$ cat src/rtl/csr_access_unit.sv
// Zicsr execute-stage sequencer: runs a single read-modify-write on the CSR file per op
// and returns the old CSR value to integer writeback.
module csr_access_unit #(
  parameter int XLEN   = 32,
  parameter int ADDR_W = 12
) (
  input  logic              clk,
  input  logic              rst,
  input  logic              in_valid,
  output logic              in_ready,
  input  logic [2:0]        in_funct3,
  input  logic [ADDR_W-1:0] in_csr_addr,
  input  logic [XLEN-1:0]   in_rs1_data,
  input  logic [4:0]        in_rs1_idx,
  input  logic [4:0]        in_rd,
  input  logic              flush,
  output logic              csr_ren,
  output logic [ADDR_W-1:0] csr_raddr,
  input  logic [XLEN-1:0]   csr_rdata,
  output logic              csr_wen,
  output logic [ADDR_W-1:0] csr_waddr,
  output logic [XLEN-1:0]   csr_wdata,
  output logic              wb_valid,
  input  logic              wb_ready,
  output logic [4:0]        wb_rd,
  output logic [XLEN-1:0]   wb_data,
  output logic              wb_illegal
);

  typedef enum logic [1:0] {IDLE, READ, WRITE, RESP} state_e;

  state_e            state_q, state_d;
  logic [1:0]        op_q, op_d;
  logic [ADDR_W-1:0] addr_q, addr_d;
  logic [4:0]        rd_q, rd_d;
  logic [4:0]        rs1_idx_q, rs1_idx_d;
  logic [XLEN-1:0]   src_q, src_d;
  logic [XLEN-1:0]   old_q, old_d;
  logic              illegal_q, illegal_d;

  logic              read_en;
  logic              write_en;
  logic [XLEN-1:0]   new_val;

  // Write-only swap to x0 skips the read; set/clear with a zero operand skips the write.
  assign read_en  = !((op_q == 2'b01) && (rd_q == 5'd0));
  assign write_en = !(op_q[1] && (rs1_idx_q == 5'd0));

  always_comb begin
    new_val = src_q;
    case (op_q)
      2'b10:   new_val = old_q | src_q;
      2'b11:   new_val = old_q & ~src_q;
      default: new_val = src_q;
    endcase
  end

  always_ff @(posedge clk or posedge rst) begin
    if (rst) begin
      state_q   <= IDLE;
      op_q      <= '0;
      addr_q    <= '0;
      rd_q      <= '0;
      rs1_idx_q <= '0;
      src_q     <= '0;
      old_q     <= '0;
      illegal_q <= 1'b0;
    end else begin
      state_q   <= state_d;
      op_q      <= op_d;
      addr_q    <= addr_d;
      rd_q      <= rd_d;
      rs1_idx_q <= rs1_idx_d;
      src_q     <= src_d;
      old_q     <= old_d;
      illegal_q <= illegal_d;
    end
  end

  always_comb begin
    state_d    = state_q;
    op_d       = op_q;
    addr_d     = addr_q;
    rd_d       = rd_q;
    rs1_idx_d  = rs1_idx_q;
    src_d      = src_q;
    old_d      = old_q;
    illegal_d  = illegal_q;
    in_ready   = 1'b0;
    csr_ren    = 1'b0;
    csr_raddr  = '0;
    csr_wen    = 1'b0;
    csr_waddr  = '0;
    csr_wdata  = '0;
    wb_valid   = 1'b0;
    wb_rd      = '0;
    wb_data    = '0;
    wb_illegal = 1'b0;

    case (state_q)
      IDLE: begin
        in_ready = 1'b1;
        if (in_valid && !flush) begin
          op_d      = in_funct3[1:0];
          addr_d    = in_csr_addr;
          rd_d      = in_rd;
          rs1_idx_d = in_rs1_idx;
          src_d     = in_funct3[2] ? {{(XLEN-5){1'b0}}, in_rs1_idx} : in_rs1_data;
          old_d     = '0;
          illegal_d = (in_funct3[1:0] == 2'b00);
          state_d   = (in_funct3[1:0] == 2'b00) ? RESP : READ;
        end
      end
      READ: begin
        csr_ren   = read_en;
        csr_raddr = addr_q;
        old_d     = read_en ? csr_rdata : '0;
        state_d   = flush ? IDLE : WRITE;
      end
      WRITE: begin
        csr_wen   = write_en;
        csr_waddr = addr_q;
        csr_wdata = write_en ? new_val : '0;
        state_d   = RESP;
      end
      RESP: begin
        wb_valid   = 1'b1;
        wb_rd      = rd_q;
        wb_data    = illegal_q ? '0 : old_q;
        wb_illegal = illegal_q;
        if (wb_ready) state_d = IDLE;
      end
      default: state_d = IDLE;
    endcase
  end

endmodule

$ cat config.mk
export PLATFORM = sky130hd
export DESIGN_NAME = csr_access_unit
export DESIGN_NICKNAME = d
export VERILOG_FILES = /design/src/rtl/csr_access_unit.sv
export SDC_FILE = /design/constraint.sdc
export NUM_CORES = 1
export LEC_CHECK = 0
export CORE_MARGIN = 1.5
export CORE_UTILIZATION = 39
export DETAILED_ROUTE_END_ITERATION = 6
export HOLD_SLACK_MARGIN = 0.08
export PLACE_DENSITY_LB_ADDON = 0.05
export SYNTH_ARGS = -nofsm -noshare
export SYNTH_HDL_FRONTEND = slang
export SYNTH_SLANG_ARGS = --single-unit
$ cat constraint.sdc
create_clock -name clk -period 3.3 [get_ports clk]
set_clock_uncertainty 0.05 [all_clocks]
set_input_delay 0.825 -clock clk [delete_from_list [all_inputs] [get_ports clk]]
set_output_delay 0.825 -clock clk [all_outputs]
set_load 0.02 [all_outputs]
==> insert_results.sql, run 1 <==
INSERT INTO impl_metrics (metric_group, metric, value, unit) VALUES
('status', 'run_status', 'completed', ''),
('cells_and_area', 'postLayoutCellArea', '0.00718', 'mm^2'),
('synth', 'netlist_area', '0.00479', 'mm^2'),
('floorplanning', 'floorplan.core_area', '0.0120', 'mm^2'),
('sta', 'final.setup.tns', '0', 'ns'),
('placement', 'dp_hpwl', '9920', 'um'),
('setup_path', 'worst-endpoint-arrival', '2.36', 'ns'),
('pwr', 'pwr_density_cell', '876', 'mW/mm^2'),
('cells_and_area', 'drive_gt1_share', '5.12', '%'),
('synth', 'synth_seq_cells', '91', ''),
('grt', 'grt_start_max_net_pins', '66', ''),
('synth', 'syn-instance-count', '586', ''),
('cells_and_area', 'postLayoutCoreUtil', '59.7', '%'),
('sta', 'max_slew_margin', '57.4', '%'),
('pwr', 'leakagePower', '3.17', 'nW'),
('cts', 'worst_setup_hold_path_clk_slew', '0.06', 'ns'),
('setup_path', 'critical_path.slowest_cell', 'sky130_fd_sc_hd__or4b_4', ''),
('flow_run', 'cap_viol_max_count', '0', ''),
('setup_path', 'r2r_cells', '5', ''),
('sta', 'slew_viol_final', '0', ''),
('sta', 'final_min_period_over_clock_period', '98.0', '%'),
('grt', 'vias_in_the_first_global_route', '4449', ''),
('drt', 'drt_first_pass_iters', '5', ''),
('cts', 'maximum_clock_insertion_buffer_count', '2', ''),
('cells_and_area', 'diodes', '0', ''),
('cts', 'cts_root_buffer', 'sky130_fd_sc_hd__clkbuf_16', ''),
('worst_hold_path', 'hold_path.class', 'flop to flop', ''),
('pwr', 'vdd.ir_drop.worst', '0.000428', 'V'),
('worst_hold_path', 'worst_hold_path.num_cells', '2', ''),
('grt', 'grt_first_pass_wirelength', '23400', 'um'),
('setup_path', 'critical_path_class', 'flop to output port', ''),
('cells_and_area', 'fin_nets', '852', ''),
('grt', 'antenna_found_initial', '0', ''),
('floorplanning', 'fp.dieW', '114', 'um'),
('sta', 'hold_viol', '0', ''),
('setup_path', 'timing.critical_path.cells', 'or4b_4 > o31ai_4 > buf_4 > a21oi_1 > clkdlybuf4s50_1', ''),
('placement', 'post-place-cells', '894', ''),
('setup_path', 'crit_fanout', '18', ''),
('sta', 'grt_setup_unrepaired', 'true', ''),
('cts', 'clock_insertion_delay_worst_skew', '0.34', 'ns'),
('sta', 'max_clock_freq', '309', 'MHz'),
('drt', 'drc', '0', ''),
('drt', 'num_vias', '4632', ''),
('sta', 'worstMarginPinSlew', '0.639', 'ns'),
('sta', 'finalSetupViolations', '0', ''),
('setup_path', 'critical-path-top-delay-family', 'buffers and inverters', ''),
('pwr', 'total_power_consumption', '6.29', 'mW'),
('cts', 'tritoncts_clock_tree', 'done', ''),
('setup_path', 'timing.critical_path.buf_inv', '2', ''),
('sta', 'hold-worst-slack', '0.435', 'ns'),
('setup_path', 'cp-end-kind', 'output port', ''),
('floorplanning', 'dieArea', '0.0130', 'mm^2'),
('drt', 'wl_per_cell', '16.0', 'um'),
('floorplanning', 'io_pins', '192', ''),
('synth', 'synth_sequential_area_ratio', '47.5', '%'),
('floorplanning', 'starting_utilization_of_the_core_area', '39.9', '%'),
('synth', 'yosysUniqueCellTypes', '27', ''),
('floorplanning', 'fp-row-count', '40', ''),
('cts', 'ctsHtreeMaxLevel', '3', ''),
('sta', 'setup_slack', '0.0665', 'ns'),
('grt', 'grt_overflow_total', '0', ''),
('drt', 'detail_route.wirelength', '14500', 'um'),
('cells_and_area', 'finish.cell_count_without_fillers', '909', ''),
('drt', 'route.antenna.remaining_nets', '0', ''),
('placement', 'detailed_place.area', '0.00686', 'mm^2'),
('drt', 'dr.first_iter.drc_count', '284', ''),
('setup_path', 'crit_cells', '5', ''),
('floorplanning', 'die_height', '114', 'um'),
('cts', 'cts_num_sinks', '91', ''),
('placement', 'dp_slack', '0.411', 'ns'),
('placement', 'io_buffer_count', '191', ''),
('setup_path', 'slowest_delay', '0.55', 'ns'),
('sta', 'finalWorstPathRequiredPeriod', '3.23', 'ns'),
('synth', 'yosysWarnings', '0', ''),
('cts', 'clock_buffers_created_by_tritoncts', '9', ''),
('cells_and_area', 'filler_cell_count', '1090', ''),
('placement', 'place_congestion', '0.820', ''),
('synth', 'mappedNetlistNets', '680', ''),
('grt', 'global_route.usage.total', '22.9', '%'),
('synth', 'avgSynthCellArea', '8.18', 'um^2'),
('drt', 'detail_route.vias_per_cell', '5.10', ''),
('cells_and_area', 'area_growth', '49.8', '%'),
('cts', 'cts.hold.buffers_added', '0', ''),
('setup_path', 'setup.worst_path.start_class', 'flop', ''),
('setup_path', 'worst-endpoint-required', '2.42', 'ns');
[cells in the final DEF, fill, tap and decap left out, drive strengths merged, types with 3 or more instances in the layout]
cell	n
and3	7
clkdlybuf4s50	191
clkbuf	10
buf	17
nor2	3
and2	57
inv	4
nand2	197
dfrtp	91
mux2i	5
a21oi	33
o21ai	38
nand3b	59
nand3	32
[timing repair]
| item | 4_1_cts | 5_1_grt |
|---|---|---|
| endpoints found under the setup margin | 0 | 20 |
| setup buffers | 0 | 0 |
| gates resized for setup | 0 | 0 |
[state kept, by name, summed over array words and instances (netlist names)]
signal     flops
rd_q           5
addr_q        12
old_q         32
src_q         32
illegal_q      1
op_q           2
rs1_idx_q      5
state_q        2
[kinds of logic (layout without fill, tap and decap cells)]
kind of cell    count (synthesis)  after routing  share of synthesized area, %
compound gates                 75             75                          8.31
buf+inv                        51            227                          4.86
flops                          91             91                          47.5
mux                             5              5                          1.04
simple gates                  364            364                          38.3
[layer usage]
layer / part of all wire, % / wire length, um / vias to the layer above / GRT usage, %
met1: 46 / 6630 / 2217 / 31.0
met2: 48 / 6950 / 148 / 37.5
met4: 1.2 / 171 / 0 / 6.42
li1: - / - / 2256 / -
met5: 0 / 0 / - / 0
met3: 5.5 / 798 / 11 / 4.68
[area by class of cell]
cell class,count,area [um^2],area share [%]
repair buffers,208,2080,28.9
clock inverters,5,77.6,1.08
multi-input cells,444,2300,32.1
well taps,147,184,2.56
clock buffers,10,239,3.33
inverters,4,17.5,0.244
flip-flops and latches,91,2280,31.7
[power breakdown]
group / internal, mW / total [mW] / switching (mW)
clock network: 0.677 / 1.09 / 0.417
logic: 1.41 / 3.15 / 1.74
registers: 1.65 / 2.04 / 0.392
total: 3.74 / 6.29 / 2.55
[Yosys cell counts]
master | number | share of area, %
sky130_fd_sc_hd__nand2_1 | 197 | 15
sky130_fd_sc_hd__dfrtp_1 | 91 | 48
sky130_fd_sc_hd__nand3b_1 | 59 | 9.2
sky130_fd_sc_hd__and2_1 | 57 | 7.4
sky130_fd_sc_hd__o21ai_0 | 38 | 4.0
sky130_fd_sc_hd__a21oi_1 | 33 | 3.4
sky130_fd_sc_hd__nand3_1 | 32 | 3.3
sky130_fd_sc_hd__clkbuf_1 | 31 | 2.4
sky130_fd_sc_hd__buf_2 | 12 | 1.3
sky130_fd_sc_hd__and3_1 | 7 | 0.91
sky130_fd_sc_hd__mux2i_1 | 5 | 1.0
sky130_fd_sc_hd__inv_1 | 4 | 0.31
sky130_fd_sc_hd__buf_6 | 3 | 0.71
sky130_fd_sc_hd__nor2_1 | 3 | 0.24
sky130_fd_sc_hd__nor2b_1 | 2 | 0.26
sky130_fd_sc_hd__a22oi_1 | 1 | 0.16
sky130_fd_sc_hd__and2b_1 | 1 | 0.16
sky130_fd_sc_hd__buf_4 | 1 | 0.16
sky130_fd_sc_hd__nand2b_1 | 1 | 0.13
sky130_fd_sc_hd__nor3b_1 | 1 | 0.16
sky130_fd_sc_hd__nor4_1 | 1 | 0.13
sky130_fd_sc_hd__nor4b_2 | 1 | 0.31
sky130_fd_sc_hd__o22ai_1 | 1 | 0.13
sky130_fd_sc_hd__o31ai_1 | 1 | 0.16
sky130_fd_sc_hd__o31ai_4 | 1 | 0.44
sky130_fd_sc_hd__or4b_1 | 1 | 0.21
sky130_fd_sc_hd__or4b_4 | 1 | 0.29
[path summary, 6_finish.rpt]
path / startpoint / endpoint / slack (ns)
min in group asynchronous: rst / src_q[18] / 0.90
worst min-delay path: src_q[29] / src_q[29] / 0.43
worst max-delay path: rs1_idx_q[1] / csr_wdata[31] / 0.07
worst max register to register: state_q[0] / old_q[31] / 1.22
worst min register to register: src_q[29] / src_q[29] / 0.43
max in group asynchronous: rst / old_q[18] / 1.64
[tightest hold or removal path, cell delays in order (launching register included)]
cell	delay, ns
sky130_fd_sc_hd__dfrtp_1	0.35
sky130_fd_sc_hd__nand2_1	0.05
sky130_fd_sc_hd__nand2_1	0.05
Power figures use the tool's default switching activity.
==> run 2: changes to the inputs <==
Settings changed: PLACE_DENSITY from default to 0.74, PLACE_DENSITY_LB_ADDON 0.05 to default, TNS_END_PERCENT from default to 5.
==> run 2 against run 1 <==
- first-iteration DRC count fell by 24%
- hold slack barely moved
- power fell by 0.57%
- register-to-register slack got worse by 0.13 ns
- wire length fell by 2.4%
- flip-flop and latch count did not move
- sequential power barely moved
- cell count rose by 0.22%
- utilization fell by 0.18 points
- die area did not move
- fmax rose by 0.57%
==> insert_results.sql, run 2 (synthesis results as in run 1) <==
INSERT INTO impl_metrics (metric_group, metric, value, unit) VALUES
('worst_hold_path', 'hold_path.startpoint', 'addr_q[2]', ''),
('sta', 'hold-worst-slack', '0.435', 'ns'),
('cts', 'cts_root_buffer', 'sky130_fd_sc_hd__clkbuf_16', ''),
('grt', 'vias_in_the_first_global_route', '4516', ''),
('sta', 'finalWorstPathRequiredPeriod', '3.22', 'ns'),
('cts', 'cts_num_sinks', '91', ''),
('pwr', 'vdd.ir_drop.worst', '0.000501', 'V'),
('cts', 'worst_setup_hold_path_clk_slew', '0.06', 'ns'),
('cells_and_area', 'finish.cell_count_without_fillers', '911', ''),
('sta', 'finalSetupViolations', '0', ''),
('cells_and_area', 'fin_nets', '853', ''),
('drt', 'dr.first_iter.drc_count', '216', ''),
('cts', 'tritoncts_clock_tree', 'done', ''),
('placement', 'dp_hpwl', '10000', 'um'),
('pwr', 'leakagePower', '3.15', 'nW'),
('grt', 'antenna_found_initial', '0', ''),
('sta', 'hold_viol', '0', ''),
('flow_run', 'cap_viol_max_count', '0', ''),
('sta', 'worstMarginPinSlew', '1.00', 'ns'),
('worst_hold_path', 'holdPathEnd', 'addr_q[2]', ''),
('setup_path', 'worst-endpoint-arrival', '2.34', 'ns'),
('floorplanning', 'fp-row-count', '40', ''),
('placement', 'place_congestion', '0.786', ''),
('placement', 'dp_slack', '0.407', 'ns'),
('cts', 'clock_insertion_delay_worst_skew', '0.33', 'ns'),
('placement', 'io_buffer_count', '191', ''),
('cells_and_area', 'drive_gt1_share', '5.10', '%'),
('setup_path', 'setup.worst_path.start_class', 'flop', ''),
('drt', 'num_vias', '4631', ''),
('floorplanning', 'floorplan.core_area', '0.0120', 'mm^2'),
('grt', 'global_route.usage.total', '22.2', '%'),
('pwr', 'total_power_consumption', '6.25', 'mW'),
('grt', 'grt_first_pass_wirelength', '22700', 'um'),
('setup_path', 'register_to_register_setup_slack', '1.09', 'ns'),
('sta', 'slew_viol_final', '0', ''),
('sta', 'max_slew_margin', '33.1', '%'),
('sta', 'grt_setup_unrepaired', 'true', ''),
('setup_path', 'r2r_cells', '4', ''),
('drt', 'detail_route.wirelength', '14200', 'um'),
('cts', 'cts.hold.buffers_added', '0', ''),
('pwr', 'pwr_density_cell', '874', 'mW/mm^2'),
('drt', 'detail_route.vias_per_cell', '5.08', ''),
('setup_path', 'cp-end-kind', 'output port', ''),
('setup_path', 'critical_path_class', 'flop to output port', ''),
('sta', 'setup_slack', '0.0849', 'ns'),
('drt', 'drt_first_pass_iters', '4', ''),
('cts', 'ctsHtreeMaxLevel', '3', ''),
('setup_path', 'worst_r2r_startpoint', 'state_q[1]', ''),
('floorplanning', 'starting_utilization_of_the_core_area', '39.9', '%'),
('placement', 'post-place-cells', '895', ''),
('floorplanning', 'dieArea', '0.0130', 'mm^2'),
('cells_and_area', 'diodes', '0', ''),
('setup_path', 'crit_fanout', '18', ''),
('floorplanning', 'die_height', '114', 'um'),
('cts', 'clock_buffers_created_by_tritoncts', '9', ''),
('floorplanning', 'io_pins', '192', ''),
('drt', 'wl_per_cell', '15.6', 'um'),
('worst_hold_path', 'worst_hold_path.num_cells', '2', ''),
('cells_and_area', 'mostFrequentLayoutCell', 'sky130_fd_sc_hd__nand2_1', ''),
('cells_and_area', 'filler_cell_count', '1114', ''),
('cells_and_area', 'largest_registers', 'old_q: 32 flops, src_q: 32 flops, addr_q: 12 flops', ''),
('sta', 'max_clock_freq', '311', 'MHz'),
('drt', 'route.antenna.remaining_nets', '0', ''),
('floorplanning', 'fp.dieW', '114', 'um'),
('cells_and_area', 'commonest_non_fill_non_tap_cells_in_the_layout', '197 x sky130_fd_sc_hd__nand2_1, 191 x sky130_fd_sc_hd__clkdlybuf4s50_1, 90 x sky130_fd_sc_hd__dfrtp_1', ''),
('grt', 'grt_start_max_net_pins', '96', ''),
('cells_and_area', 'area_growth', '49.3', '%'),
('status', 'run_status', 'completed', ''),
('worst_hold_path', 'hold_path.class', 'flop to flop', ''),
('setup_path', 'worst-endpoint-required', '2.42', 'ns'),
('sta', 'final_min_period_over_clock_period', '97.4', '%'),
('grt', 'grt_overflow_total', '0', ''),
('cts', 'cts.repair.resized', '0', ''),
('cts', 'post-cts-setup-buffer-count', '0', ''),
('cts', 'maximum_clock_insertion_buffer_count', '2', ''),
('drt', 'drc', '0', ''),
('setup_path', 'worst_reg2reg_path_endpoint', 'old_q[1]', '');
[run 2: final cells by class]
| class | count | area (um^2) | share of cell area (%) |
|---|---|---|---|
| tap | 147 | 184 | 2.57 |
| timing repair buffer | 209 | 2060 | 28.8 |
| clock buffer | 12 | 236 | 3.31 |
| inverter | 4 | 17.5 | 0.245 |
| clock inverter | 4 | 75.1 | 1.05 |
| multi-input combinational | 444 | 2300 | 32.2 |
| sequential | 91 | 2280 | 31.8 |
[run 2: metrics by stage]
stage / util, % / area [um^2] / setup TNS (ns)
2_1_floorplan: - / 4790 / 0
3_3_place_gp: 57.0 / 6840 / 0
3_5_place_dp: 57.0 / 6840 / 0
4_1_cts: 59.6 / 7150 / 0
5_1_grt: 59.6 / 7150 / -0.0922
6_report: 59.6 / 7150 / 0
[run 2: worst max-delay path by stage]
stage               slack [ns]          from            end
floorplan                 0.06           rst      addr_q[0]
global placement          0.44    state_q[0]     wb_data[0]
detailed placement        0.41    state_q[0]     wb_data[0]
CTS                       0.04    state_q[0]     wb_data[0]
global route             -0.03  rs1_idx_q[1]  csr_wdata[22]
finish                    0.08  rs1_idx_q[1]  csr_wdata[22]
[run 2: metal layers]
layer	GRT usage [%]	routed length [um]	part of all wire, %
met1	28.6	6280	44
met4	6.75	204	1.4
met5	0	0	0
met3	3.61	713	5.0
met2	38.4	7000	49
[run 2: power by group]
| part | internal, mW | total, mW | leakage, nW | switching, mW |
|---|---|---|---|---|
| Sequential | 1.65 | 2.07 | 1.16 | 0.423 |
| Combinational | 1.40 | 3.10 | 1.85 | 1.70 |
| Clock | 0.664 | 1.07 | 0.143 | 0.409 |
[run 2: critical path, cell delays in order, from the launching register on]
cell and delay, ns:
sky130_fd_sc_hd__dfrtp_1 0.38, sky130_fd_sc_hd__or4b_4 0.54, sky130_fd_sc_hd__o31ai_4 0.19, sky130_fd_sc_hd__buf_4 0.27
sky130_fd_sc_hd__a21oi_1 0.07, sky130_fd_sc_hd__clkdlybuf4s50_1 0.55
==> run 3: changes to the inputs <==
Settings changed: ABC_AREA from default to 1.
==> run 3 against run 2 <==
- power down 0.86%
- clock-buffer cell count grew 1
- wire length up 4.0%
- final area fell by 1.0%
- hold slack better by 0.013 ns
- fmax increased by 3.0%
- die area fell by 0.10%
- critical path depth up 1
==> insert_results.sql, run 3 <==
INSERT INTO impl_metrics (metric_group, metric, value, unit) VALUES
('synth', 'synthMuxAreaShare', '0', '%'),
('sta', 'grt_setup_unrepaired', 'false', ''),
('cts', 'tritoncts_clock_tree', 'done', ''),
('cells_and_area', 'drive_gt1_share', '7.18', '%'),
('drt', 'drc', '0', ''),
('sta', 'setup_slack', '0.179', 'ns'),
('synth', 'synth_sequential_area_ratio', '47.6', '%'),
('sta', 'worstMarginPinSlew', '0.750', 'ns'),
('synth', 'yosysWarnings', '0', ''),
('placement', 'detailed_place.area', '0.00679', 'mm^2'),
('setup_path', 'cp-end-kind', 'output port', ''),
('synth', 'synth.largest_area_cell', 'sky130_fd_sc_hd__dfrtp_1', ''),
('setup_path', 'worst-endpoint-required', '2.42', 'ns'),
('synth', 'synth-compound-area-share', '11.0', '%'),
('cts', 'cts.hold.buffers_added', '0', ''),
('setup_path', 'setup.worst_path.start_class', 'flop', ''),
('floorplanning', 'fp.dieW', '114', 'um'),
('grt', 'grt_first_pass_wirelength', '24000', 'um'),
('cts', 'clock_insertion_delay_worst_skew', '0.33', 'ns'),
('pwr', 'leakagePower', '3.14', 'nW'),
('synth', 'synth_largest_type_area_fraction', '47.6', '%'),
('grt', 'grt_overflow_total', '0', ''),
('floorplanning', 'fp-row-count', '40', ''),
('drt', 'drt_first_pass_iters', '5', ''),
('cells_and_area', 'fin_nets', '912', ''),
('pwr', 'pwr_density_cell', '875', 'mW/mm^2'),
('placement', 'dp_hpwl', '10500', 'um'),
('grt', 'global_route.usage.total', '23.3', '%'),
('synth', 'synthXorXnorAreaFrac', '0', '%'),
('synth', 'netlist_area', '0.00479', 'mm^2'),
('worst_hold_path', 'holdPathEnd', 'rs1_idx_q[0]', ''),
('placement', 'place_congestion', '0.840', ''),
('synth', 'avgSynthCellArea', '7.47', 'um^2'),
('synth', 'synth-async-reset-ratio', '100', '%'),
('cells_and_area', 'commonest_non_fill_non_tap_cells_in_the_layout', '191 x sky130_fd_sc_hd__clkdlybuf4s50_1, 174 x sky130_fd_sc_hd__nand2_1, 91 x sky130_fd_sc_hd__dfrtp_1', ''),
('synth', 'synth_common_cells', '175 x sky130_fd_sc_hd__nand2_1, 91 x sky130_fd_sc_hd__dfrtp_1, 83 x sky130_fd_sc_hd__nand3_1', ''),
('drt', 'detail_route.wirelength', '14800', 'um'),
('placement', 'dp_slack', '0.561', 'ns'),
('floorplanning', 'starting_utilization_of_the_core_area', '39.8', '%'),
('cells_and_area', 'mostFrequentLayoutCell', 'sky130_fd_sc_hd__clkdlybuf4s50_1', ''),
('setup_path', 'critical_path_class', 'flop to output port', ''),
('drt', 'route.antenna.remaining_nets', '0', ''),
('flow_run', 'cap_viol_max_count', '0', ''),
('synth', 'yosysUniqueCellTypes', '16', ''),
('cts', 'maximum_clock_insertion_buffer_count', '2', ''),
('pwr', 'vdd.ir_drop.worst', '0.000336', 'V'),
('cells_and_area', 'largest_registers', 'old_q: 32 flops, src_q: 32 flops, addr_q: 12 flops', ''),
('synth', 'most_instantiated_library_cell_after_synthesis', 'sky130_fd_sc_hd__nand2_1', ''),
('synth', 'synth_ff_type', 'sky130_fd_sc_hd__dfrtp_1', ''),
('sta', 'slew_viol_final', '0', ''),
('drt', 'wl_per_cell', '15.2', 'um'),
('drt', 'num_vias', '4880', ''),
('synth', 'syn-instance-count', '641', ''),
('synth', 'synth_seq_cells', '91', ''),
('cts', 'cts_num_sinks', '91', ''),
('worst_hold_path', 'hold_path.class', 'flop to flop', ''),
('synth', 'synth_top_family_by_area', 'simple AND/OR/NAND/NOR gates', ''),
('sta', 'final.setup.tns', '0', 'ns'),
('grt', 'vias_in_the_first_global_route', '4932', ''),
('status', 'run_status', 'completed', ''),
('pwr', 'total_power_consumption', '6.20', 'mW'),
('floorplanning', 'floorplan.core_area', '0.0120', 'mm^2'),
('setup_path', 'r2r_cells', '6', ''),
('floorplanning', 'die_height', '114', 'um'),
('drt', 'dr.first_iter.drc_count', '357', ''),
('cells_and_area', 'area_growth', '47.9', '%'),
('synth', 'synth.top_cells.by_area', 'sky130_fd_sc_hd__dfrtp_1 48%, sky130_fd_sc_hd__nand2_1 14%, sky130_fd_sc_hd__nand3_1 8.7%, sky130_fd_sc_hd__nor2_1 5.3%, sky130_fd_sc_hd__inv_1 5.3%', ''),
('sta', 'max_slew_margin', '50.0', '%'),
('grt', 'use_met3', '3.56', '%'),
('setup_path', 'worst-endpoint-arrival', '2.25', 'ns'),
('grt', 'global_route.usage.met1', '30.2', '%'),
('grt', 'globalRoute.busiestLayer', 'met2', ''),
('floorplanning', 'dieArea', '0.0129', 'mm^2'),
('cts', 'cts.repair.resized', '0', ''),
('synth', 'synth_simple_gate_area_share', '30.8', '%'),
('sta', 'finalWorstPathRequiredPeriod', '3.12', 'ns'),
('setup_path', 'worst_reg2reg_path_endpoint', 'src_q[16]', ''),
('cts', 'ctsHtreeMaxLevel', '3', ''),
('setup_path', 'register_to_register_setup_slack', '1.46', 'ns'),
('worst_hold_path', 'hold_path.startpoint', 'rs1_idx_q[0]', ''),
('setup_path', 'worst_r2r_startpoint', 'state_q[1]', ''),
('grt', 'antenna_found_initial', '0', ''),
('cts', 'clock_buffers_created_by_tritoncts', '9', ''),
('sta', 'hold_viol', '0', ''),
('floorplanning', 'io_pins', '192', ''),
('synth', 'synth_enable_flop_cells', '0', ''),
('cts', 'post-cts-setup-buffer-count', '0', ''),
('sta', 'final_min_period_over_clock_period', '94.6', '%'),
('sta', 'finalSetupViolations', '0', ''),
('grt', 'grt_start_max_net_pins', '59', ''),
('cts', 'worst_setup_hold_path_clk_slew', '0.06', 'ns'),
('worst_hold_path', 'worst_hold_path.num_cells', '2', ''),
('cells_and_area', 'diodes', '0', ''),
('sta', 'max_clock_freq', '320', 'MHz'),
('drt', 'detail_route.vias_per_cell', '5.04', ''),
('grt', 'met2_usage', '39.6', '%'),
('placement', 'io_buffer_count', '191', ''),
('cells_and_area', 'postLayoutCellArea', '0.00708', 'mm^2'),
('cells_and_area', 'filler_cell_count', '1132', ''),
('synth', 'mappedNetlistNets', '735', ''),
('setup_path', 'crit_fanout', '15', ''),
('cts', 'cts_root_buffer', 'sky130_fd_sc_hd__clkbuf_16', ''),
('synth', 'synth-adder-area-share', '0', '%');
==> run 3: cell types whose count changed in the layout (fill, tap and decap cells not counted), sizes merged, moves of 7 or more <==
cell	previous run	this run
and2	57	0
and3	7	0
inv	4	69
nand2	197	175
nand3	32	93
nand3b	59	0
nor2	3	72
o21ai	38	65
==> run 3: logic make-up after synthesis <==
kind of cell | Yosys count
and+or+nand+nor | 340
AOI/OAI and AO/OA | 98
DFF | 91
buffers and inverters | 112
==> run 3: through the flow <==
step	hold slack [ns]	cells	util, %
after global placement	0.428	954	56.5
final	0.449	969	58.9
after detailed placement	0.441	954	56.5
after floorplan	0.409	641	-
after CTS	0.455	969	58.9
after global routing	0.479	969	58.9
==> run 3: cell type report <==
type	count	area, um^2	area share, %
clock buffers	13	260	3.68
clock inverters	2	35.0	0.495
inverters	69	262	3.69
multi-input cells	438	2000	28.3
flip-flops and latches	91	2280	32.2
well taps	147	184	2.60
repair buffers	209	2060	29.1
==> run 3: layer usage <==
layer / share of wire (%) / vias up
li1: - / 2378
met1: 44 / 2290
met2: 48 / 191
met3: 6.6 / 21
met4: 1.8 / 0
met5: 0 / -
==> run 3: how the worst max path moves through the flow <==
stage | start | end | cells past startpoint
global route | state_q[1] | csr_wdata[31] | 6
detailed placement | state_q[1] | wb_data[20] | 4
global placement | state_q[1] | wb_data[25] | 4
CTS | state_q[1] | wb_data[20] | 4
floorplan | rst | addr_q[0] | 1
finish | state_q[1] | csr_wdata[5] | 6
==> run 3: report_power, final <==
| part | total [mW] | switching (mW) | internal (mW) |
|---|---|---|---|
| combinational | 3.23 | 1.92 | 1.30 |
| sequential | 1.94 | 0.334 | 1.60 |
| clock | 1.03 | 0.410 | 0.624 |
| total | 6.20 | 2.67 | 3.53 |
==> run 3: critical path: stages (launching register included) <==
cell and delay [ns]:
sky130_fd_sc_hd__dfrtp_1 0.49, sky130_fd_sc_hd__inv_1 0.06, sky130_fd_sc_hd__nor2_1 0.18, sky130_fd_sc_hd__nand2_1 0.11
sky130_fd_sc_hd__buf_4 0.21, sky130_fd_sc_hd__a21oi_1 0.21, sky130_fd_sc_hd__clkdlybuf4s50_1 0.64
